[src/rtl/seq_divider_pkg.sv]
// seq_divider_pkg -- shared definitions for the sequential divider.
//   DIV_W        default operand/result width
//   cnt_width()  iteration counter width for a given operand width
//   div_state_e  FSM state encoding (IDLE / CALC / FIN)
package seq_divider_pkg;

  localparam int DIV_W = 32;

  // Counter has to hold 0..WIDTH.
  function automatic int cnt_width(input int w);
    return $clog2(w + 1);
  endfunction

  localparam int DIV_CNT_W = cnt_width(DIV_W);

  typedef enum logic [1:0] {
    ST_IDLE = 2'd0,
    ST_CALC = 2'd1,
    ST_FIN  = 2'd2
  } div_state_e;

endpackage

[src/rtl/seq_divider_div_step.sv]
// div_step -- one combinational restoring shift-subtract iteration.
//   rem_i     partial remainder in (always < dvs_i)
//   dvd_bit_i next dividend bit shifted into the remainder
//   dvs_i     divisor (magnitude)
//   rem_o     next partial remainder
//   q_bit_o   quotient bit produced by this step
module div_step
  import seq_divider_pkg::*;
#(
  parameter int WIDTH = DIV_W
) (
  input  logic [WIDTH-1:0] rem_i,
  input  logic             dvd_bit_i,
  input  logic [WIDTH-1:0] dvs_i,
  output logic [WIDTH-1:0] rem_o,
  output logic             q_bit_o
);

  // The shifted remainder needs WIDTH+1 bits; one more bit catches the borrow.
  logic [WIDTH+1:0] trial;
  logic [WIDTH:0]   shifted;

  always_comb begin
    shifted = {rem_i, dvd_bit_i};
    trial   = {1'b0, shifted} - {2'b00, dvs_i};
    q_bit_o = ~trial[WIDTH+1];
    // On success the difference is below the divisor, so it fits WIDTH bits.
    rem_o   = q_bit_o ? trial[WIDTH-1:0] : shifted[WIDTH-1:0];
  end

endmodule

[src/rtl/seq_divider.sv]
// seq_divider -- multi-cycle restoring divider, one quotient bit per clock.
//   clk, reset        clock, synchronous active-high reset
//   start             request (taken in IDLE, and in FIN so a new request
//                     can be issued in the done cycle)
//   signed_op, A, B   operation mode, dividend, divisor (sampled with start)
//   busy              high while iterating
//   done              one-cycle pulse, Q/R/div_by_zero valid from then on
//   Q, R, div_by_zero results, held until the next completion
// Build option: define SEQ_DIVIDER_SIGNED_EN for signed (truncating) division;
// without it signed_op is ignored and everything is unsigned.
module seq_divider
  import seq_divider_pkg::*;
#(
  parameter int WIDTH = DIV_W
) (
  input  logic             clk,
  input  logic             reset,
  input  logic             start,
  input  logic             signed_op,
  input  logic [WIDTH-1:0] A,
  input  logic [WIDTH-1:0] B,
  output logic             busy,
  output logic             done,
  output logic [WIDTH-1:0] Q,
  output logic [WIDTH-1:0] R,
  output logic             div_by_zero
);

  localparam int             CW   = cnt_width(WIDTH);
  localparam logic [CW-1:0]  LAST = CW'(WIDTH - 1);

  div_state_e       state_q, state_d;
  logic [CW-1:0]    cnt_q, cnt_d;
  logic [WIDTH-1:0] rem_q, rem_d;
  logic [WIDTH-1:0] quo_q, quo_d;   // dividend shifts out MSB-first, quotient shifts in
  logic [WIDTH-1:0] dvs_q, dvs_d;
  logic [WIDTH-1:0] q_q, q_d, r_q, r_d;
  logic             busy_q, busy_d, done_q, done_d, dbz_q, dbz_d;

  logic             accept;
  logic             b_zero;
  logic [WIDTH-1:0] a_mag, b_mag;
  logic [WIDTH-1:0] rem_nxt, raw_q, q_fin, r_fin;
  logic             q_bit;

  // FIN always returns to IDLE, so a request seen in FIN is handled exactly
  // as IDLE would; this is what lets a new start ride on the done cycle.
  assign accept = start && (state_q == ST_IDLE || state_q == ST_FIN);
  assign b_zero = (B == '0);

  div_step #(.WIDTH(WIDTH)) u_step (
    .rem_i    (rem_q),
    .dvd_bit_i(quo_q[WIDTH-1]),
    .dvs_i    (dvs_q),
    .rem_o    (rem_nxt),
    .q_bit_o  (q_bit)
  );

  assign raw_q = {quo_q[WIDTH-2:0], q_bit};

`ifdef SEQ_DIVIDER_SIGNED_EN
  logic neg_q_q, neg_q_d, neg_r_q, neg_r_d;
  logic a_neg, b_neg;

  // Iterate on magnitudes; fix signs on the way out (truncation toward zero).
  // most-negative / -1 lands on magnitude 2^(W-1), whose negation is itself.
  always_comb begin
    a_neg   = signed_op & A[WIDTH-1];
    b_neg   = signed_op & B[WIDTH-1];
    a_mag   = a_neg ? -A : A;
    b_mag   = b_neg ? -B : B;
    neg_q_d = neg_q_q;
    neg_r_d = neg_r_q;
    if (accept) begin
      neg_q_d = a_neg ^ b_neg;
      neg_r_d = a_neg;
    end
    q_fin = neg_q_q ? -raw_q : raw_q;
    r_fin = neg_r_q ? -rem_nxt : rem_nxt;
  end

  always_ff @(posedge clk) begin
    if (reset) begin
      neg_q_q <= 1'b0;
      neg_r_q <= 1'b0;
    end else begin
      neg_q_q <= neg_q_d;
      neg_r_q <= neg_r_d;
    end
  end
`else
  logic unused_signed_op;
  assign unused_signed_op = signed_op;
  assign a_mag = A;
  assign b_mag = B;
  assign q_fin = raw_q;
  assign r_fin = rem_nxt;
`endif

  // State register plus datapath/output flops.
  always_ff @(posedge clk) begin
    if (reset) begin
      state_q <= ST_IDLE;
      cnt_q   <= '0;
      rem_q   <= '0;
      quo_q   <= '0;
      dvs_q   <= '0;
      q_q     <= '0;
      r_q     <= '0;
      busy_q  <= 1'b0;
      done_q  <= 1'b0;
      dbz_q   <= 1'b0;
    end else begin
      state_q <= state_d;
      cnt_q   <= cnt_d;
      rem_q   <= rem_d;
      quo_q   <= quo_d;
      dvs_q   <= dvs_d;
      q_q     <= q_d;
      r_q     <= r_d;
      busy_q  <= busy_d;
      done_q  <= done_d;
      dbz_q   <= dbz_d;
    end
  end

  // Next-state logic.
  always_comb begin
    state_d = state_q;
    case (state_q)
      ST_IDLE: if (accept) state_d = b_zero ? ST_FIN : ST_CALC;
      ST_CALC: if (cnt_q == LAST) state_d = ST_FIN;
      ST_FIN:  state_d = accept ? (b_zero ? ST_FIN : ST_CALC) : ST_IDLE;
      default: state_d = ST_IDLE;
    endcase
  end

  // Datapath and outputs. Outputs are registered from the next state, so
  // results are loaded on the edge entering FIN and are valid with done.
  always_comb begin
    cnt_d  = cnt_q;
    rem_d  = rem_q;
    quo_d  = quo_q;
    dvs_d  = dvs_q;
    q_d    = q_q;
    r_d    = r_q;
    dbz_d  = dbz_q;
    busy_d = (state_d == ST_CALC);
    done_d = (state_d == ST_FIN);
    if (accept) begin
      cnt_d = '0;
      rem_d = '0;
      quo_d = a_mag;
      dvs_d = b_mag;
      if (b_zero) begin
        q_d   = '1;
        r_d   = A;
        dbz_d = 1'b1;
      end
    end else if (state_q == ST_CALC) begin
      cnt_d = cnt_q + CW'(1);
      rem_d = rem_nxt;
      quo_d = raw_q;
      if (cnt_q == LAST) begin
        q_d   = q_fin;
        r_d   = r_fin;
        dbz_d = 1'b0;
      end
    end
  end

  assign busy        = busy_q;
  assign done        = done_q;
  assign Q           = q_q;
  assign R           = r_q;
  assign div_by_zero = dbz_q;

endmodule

[config.mk]
export PLATFORM = sky130hd
export DESIGN_NAME = seq_divider
export DESIGN_NICKNAME = d
export VERILOG_FILES = /design/src/rtl/seq_divider_pkg.sv /design/src/rtl/seq_divider_div_step.sv /design/src/rtl/seq_divider.sv
export SDC_FILE = /design/constraint.sdc
export NUM_CORES = 1
export LEC_CHECK = 0
export ABC_AREA = 0
export CORE_UTILIZATION = 49
export DETAILED_ROUTE_END_ITERATION = 8
export PLACE_DENSITY = 0.76
export SYNTH_ARGS = -nofsm -noshare
export SYNTH_HDL_FRONTEND = slang
export SYNTH_SLANG_ARGS = --single-unit
export TNS_END_PERCENT = 50
[constraint.sdc]
create_clock -name clk -period 2.8 [get_ports clk]
set_input_delay 0.56 -clock clk [delete_from_list [all_inputs] [get_ports clk]]
set_output_delay 0.56 -clock clk [all_outputs]
set_load 0.1 [all_outputs]
==> metrics.log <==
INFO  metric synth_fp_nets = 1226
INFO  metric timing.max_cap.violations = 0
INFO  metric yosysWarnings = 0
INFO  metric clock_sink_count = 171
INFO  metric max_slew_margin = 32.86%
INFO  metric cts_buffer_depth = 2
INFO  metric yosysTopAreaCell = sky130_fd_sc_hd__dfxtp_1
INFO  metric power.share.clock = 30.8%
INFO  metric setup.worst_path.class = reg2reg
INFO  metric p_sw_share = 34.63%
INFO  metric io_pins = 135
INFO  metric die_h = 135.9 um
INFO  metric detailedRoute.firstPassIterationCount = 5
INFO  metric achievable-frequency = 0.3351 GHz
INFO  metric ir_worst_vdd = 0.4762 mV
INFO  metric worst-endpoint-required = 3.14 ns
INFO  metric unrepaired_setup_endpoints_after_global_routing = yes
INFO  metric worstSetupEndpointType = flip-flop
INFO  metric layout.cells.most_common = sky130_fd_sc_hd__buf_4
INFO  metric htree_num_levels = 4
INFO  metric floorplan.initialDensity = 50.47%
INFO  metric timing_worst_slew_pin_value = 1.007 ns
INFO  metric clock_insertion_delay_worst_skew = 0.43 ns
INFO  metric dpl.hpwl = 18.70 mm
INFO  metric hold_viol_final = 0
INFO  metric violations = setup timing
INFO  metric die_width = 135.9 um
INFO  metric cp-start-kind = flip-flop
INFO  metric pwr-share-comb = 37.7%
INFO  metric clock_transition_time_at_the_flip_flop_clock_pins_of_the_worst_setup_and_hold_paths = 0.07 ns
INFO  metric grt_remaining_overflow = 0
INFO  metric detailroute.via_count = 9213
INFO  metric arrival = 3.32 ns
INFO  metric portBuffers = 133
INFO  metric cts-buffers-inserted = 17
INFO  metric grt_pass1_wl = 44.59 mm
INFO  metric tritoncts_clock_tree = done
INFO  metric report.final.slew_viol_count = 0
INFO  metric post_drt_wl_per_cell = 18.71 um
INFO  metric syn_to_final_growth = 41.25%
INFO  metric largest_net_degree_at_the_start_of_global_routing = 63
INFO  metric synthesis.area = 8791 um^2
INFO  metric period_share = 106.6%
INFO  metric drt_iter0_drc = 759
INFO  metric total_switching_power = 0.002877 W
INFO  metric dpl_cell_area = 10680 um^2
INFO  metric synth-async-reset-ratio = 0%
INFO  metric crit-reg2reg-launch = dvs_q[1]$_SDFFE_PP0P_
INFO  metric die-area = 18480 um^2
INFO  metric post-route-drc-count = 0
INFO  metric coreArea = 17420 um^2
INFO  metric synth_enable_flop_cells = 0
INFO  metric hold_crit_class = reg2reg
INFO  metric run_status = finished with violations
INFO  metric grt_usage = 30.71%
INFO  metric yosys_most_used_dff = sky130_fd_sc_hd__dfxtp_1
INFO  metric layout.cells.most_common_list = sky130_fd_sc_hd__buf_4, sky130_fd_sc_hd__dfxtp_1, sky130_fd_sc_hd__nand2_1
INFO  metric post_synth_inst_count = 1124
INFO  metric route.detailed.vias_per_inst = 5.959
INFO  metric placementRows = 48
INFO  metric min_delay_path_depth = 2
INFO  metric diodes = 0
INFO  metric power.share.sequential = 31.5%
INFO  metric timing.reg2reg.setup_slack = -0.18 ns
INFO  metric distinct_cells_synth = 73
INFO  metric critical_path.max_fanout = 6
INFO  metric routed_wl = 28.93 mm
INFO  metric post_route_cell_area = 12420 um^2
INFO  metric final_critical_path_required_period = 2.984 ns
INFO  metric power.density_cell_area = 669.1 nW/um^2
INFO  metric final-setup-viol-count = 50
INFO  metric drtAntennaViolNets = 0
INFO  metric min_from = dvs_q[11]$_SDFFE_PP0P_
INFO  metric power_report.internal_total = 0.005431 W
INFO  metric r2r_cells = 16
INFO  metric yosysSeqAreaShare = 38.94%
INFO  metric p_leak = 4.853 nW
INFO  metric vias_in_the_first_global_route = 8940
INFO  metric ys_ff_latch = 171
INFO  metric layout.nets = 1410
INFO  metric regToRegEndpoint = rem_q[7]$_SDFFE_PP0P_
INFO  metric grt_antenna_before_repair = 0
INFO  metric root_buffer = sky130_fd_sc_hd__clkbuf_16
INFO  metric fin_worst_skew = 0.01112 ns
INFO  metric setup_slack = -0.1839 ns
INFO  metric synth_top_area_share = 38.94%
INFO  metric place.gp.congestion = 0.8963
INFO  metric hold_path_end = dvs_q[11]$_SDFFE_PP0P_
INFO  metric final_layout_size_suffix_gt1_share = 28.08%
INFO  metric synth_area_per_cell = 7.821 um^2
INFO  metric yosys-top-cells-area = sky130_fd_sc_hd__dfxtp_1, sky130_fd_sc_hd__a21oi_1, sky130_fd_sc_hd__nand2_1
INFO  metric timing.hold.ws = 0.4558 ns
## repair_timing
action	in CTS	in global routing
setup buffers	8	12
hold buffers	0	0
endpoints found under the hold margin	0	0
pin swaps	63	59
gates resized for setup	130	63
setup endpoints to repair	63	66
gates cloned	5	0
## synth_stat cells (all sizes together) (2+ instances only)
cell type / instances
nor2b: 5
a21boi: 3
o21ai: 55
a21o: 9
nand3: 26
or2: 5
o31a: 2
mux2i: 9
nand4: 9
a211o: 4
and3: 5
nand2: 145
clkbuf: 70
nand2b: 10
nor3b: 3
buf: 14
o221ai: 2
xor2: 10
a311oi: 5
a21oi: 112
and2: 5
o21bai: 3
a31oi: 7
a31o: 2
and4: 2
o211ai: 6
ha: 33
nor3: 91
o21a: 4
nor2: 105
xnor2: 18
a211oi: 49
nor4: 13
a22oi: 28
o31ai: 17
o22ai: 2
a2111oi: 2
inv: 41
a221oi: 2
dfxtp: 171
or3: 5
## kinds of logic (layout without fill, tap and decap cells)
family / count (synthesis) / in the layout / share of synthesized area, %
buf+inv: 126 / 323 / 5.964
xor+xnor: 28 / 28 / 2.790
flops: 171 / 171 / 38.94
mux: 9 / 9 / 1.025
fa+ha+maj: 34 / 34 / 4.925
simple gates: 432 / 432 / 22.32
compound gates: 324 / 324 / 24.04
## metal layers
metal,wire [um],global-route usage [%],vias to the layer above,share of wire [%]
li1,-,-,4386,-
met1,11390,36.61,4358,39
met2,14510,53.12,373,50
met3,1867,5.966,96,6.5
met4,1152,14.01,0,4.0
met5,0,0,-,0
## registers in the layout, summed over array words and instances (netlist names)
| register | flops |
|---|---|
| Q | 32 |
| R | 32 |
| busy | 1 |
| cnt_q | 6 |
| div_by_zero | 1 |
| done | 1 |
| dvs_q | 32 |
| quo_q | 32 |
| rem_q | 32 |
| state_q | 2 |
## worst max-delay path by stage
| stage | from | endpoint | slack (ns) | cells past startpoint |
|---|---|---|---|---|
| after detailed placement | dvs_q[3]$_SDFFE_PP0P_ | R[15]$_SDFFE_PP0P_ | -0.27 | 12 |
| after global placement | dvs_q[3]$_SDFFE_PP0P_ | R[15]$_SDFFE_PP0P_ | -0.19 | 12 |
| after floorplan | dvs_q[26]$_SDFFE_PP0P_ | rem_q[24]$_SDFFE_PP0P_ | 0.03 | 13 |
| after global routing | dvs_q[1]$_SDFFE_PP0P_ | rem_q[7]$_SDFFE_PP0P_ | -0.30 | 16 |
| final | dvs_q[1]$_SDFFE_PP0P_ | rem_q[7]$_SDFFE_PP0P_ | -0.18 | 16 |
| after CTS | dvs_q[1]$_SDFFE_PP0P_ | R[27]$_SDFFE_PP0P_ | -0.06 | 15 |
## per-stage QoR
step / std cells / setup WS, ns / util, % / power (W) / TNS, ns
floorplan: 1124 / 0.03008 / - / 0.004022 / 0
global placement: 1492 / -0.1921 / 61.32 / 0.004680 / -6.272
detailed placement: 1492 / -0.2683 / 61.32 / 0.004707 / -10.40
CTS: 1536 / -0.05715 / 69.22 / 0.007951 / -0.6248
global route: 1546 / -0.3020 / 71.29 / 0.008632 / -10.20
finish: 1546 / -0.1839 / 71.29 / 0.008308 / -2.739
## worst max-delay path, cell delays in order, from the launching register on
cell                        delay (ns)
sky130_fd_sc_hd__dfxtp_2          0.34
sky130_fd_sc_hd__inv_2            0.04
sky130_fd_sc_hd__ha_4             0.25
sky130_fd_sc_hd__nor2b_4          0.12
sky130_fd_sc_hd__buf_6            0.11
sky130_fd_sc_hd__o211ai_4         0.10
sky130_fd_sc_hd__a211oi_4         0.34
sky130_fd_sc_hd__o21ai_2          0.14
sky130_fd_sc_hd__a2111oi_4        0.34
sky130_fd_sc_hd__buf_4            0.19
sky130_fd_sc_hd__o21ai_4          0.11
sky130_fd_sc_hd__buf_12           0.16
sky130_fd_sc_hd__buf_12           0.14
sky130_fd_sc_hd__nor2_4           0.14
sky130_fd_sc_hd__buf_4            0.14
sky130_fd_sc_hd__a211oi_2         0.04
sky130_fd_sc_hd__nor3_1           0.18
## power by group through the flow
stage	Clock, W	Combinational (W)	Sequential, W
after floorplan	0	0.00138	0.00264
after global placement	0	0.00203	0.00266
after detailed placement	0	0.00205	0.00266
after CTS	0.00256	0.00278	0.00261
after global routing	0.00267	0.00333	0.00263
final	0.00256	0.00313	0.00262
## layout make-up
| cell class | count | area [um^2] |
|---|---|---|
| Clock inverter | 14 | 195.2 |
| Inverter | 41 | 153.9 |
| Clock buffer | 18 | 429.2 |
| Tap cell | 225 | 281.5 |
| Multi-Input combinational cell | 827 | 5650 |
| Fill cell | 1277 | 5000 |
| Timing Repair Buffer | 250 | 2267 |
| Sequential cell | 171 | 3440 |
No activity file was read; power rests on OpenSTA's default activity.
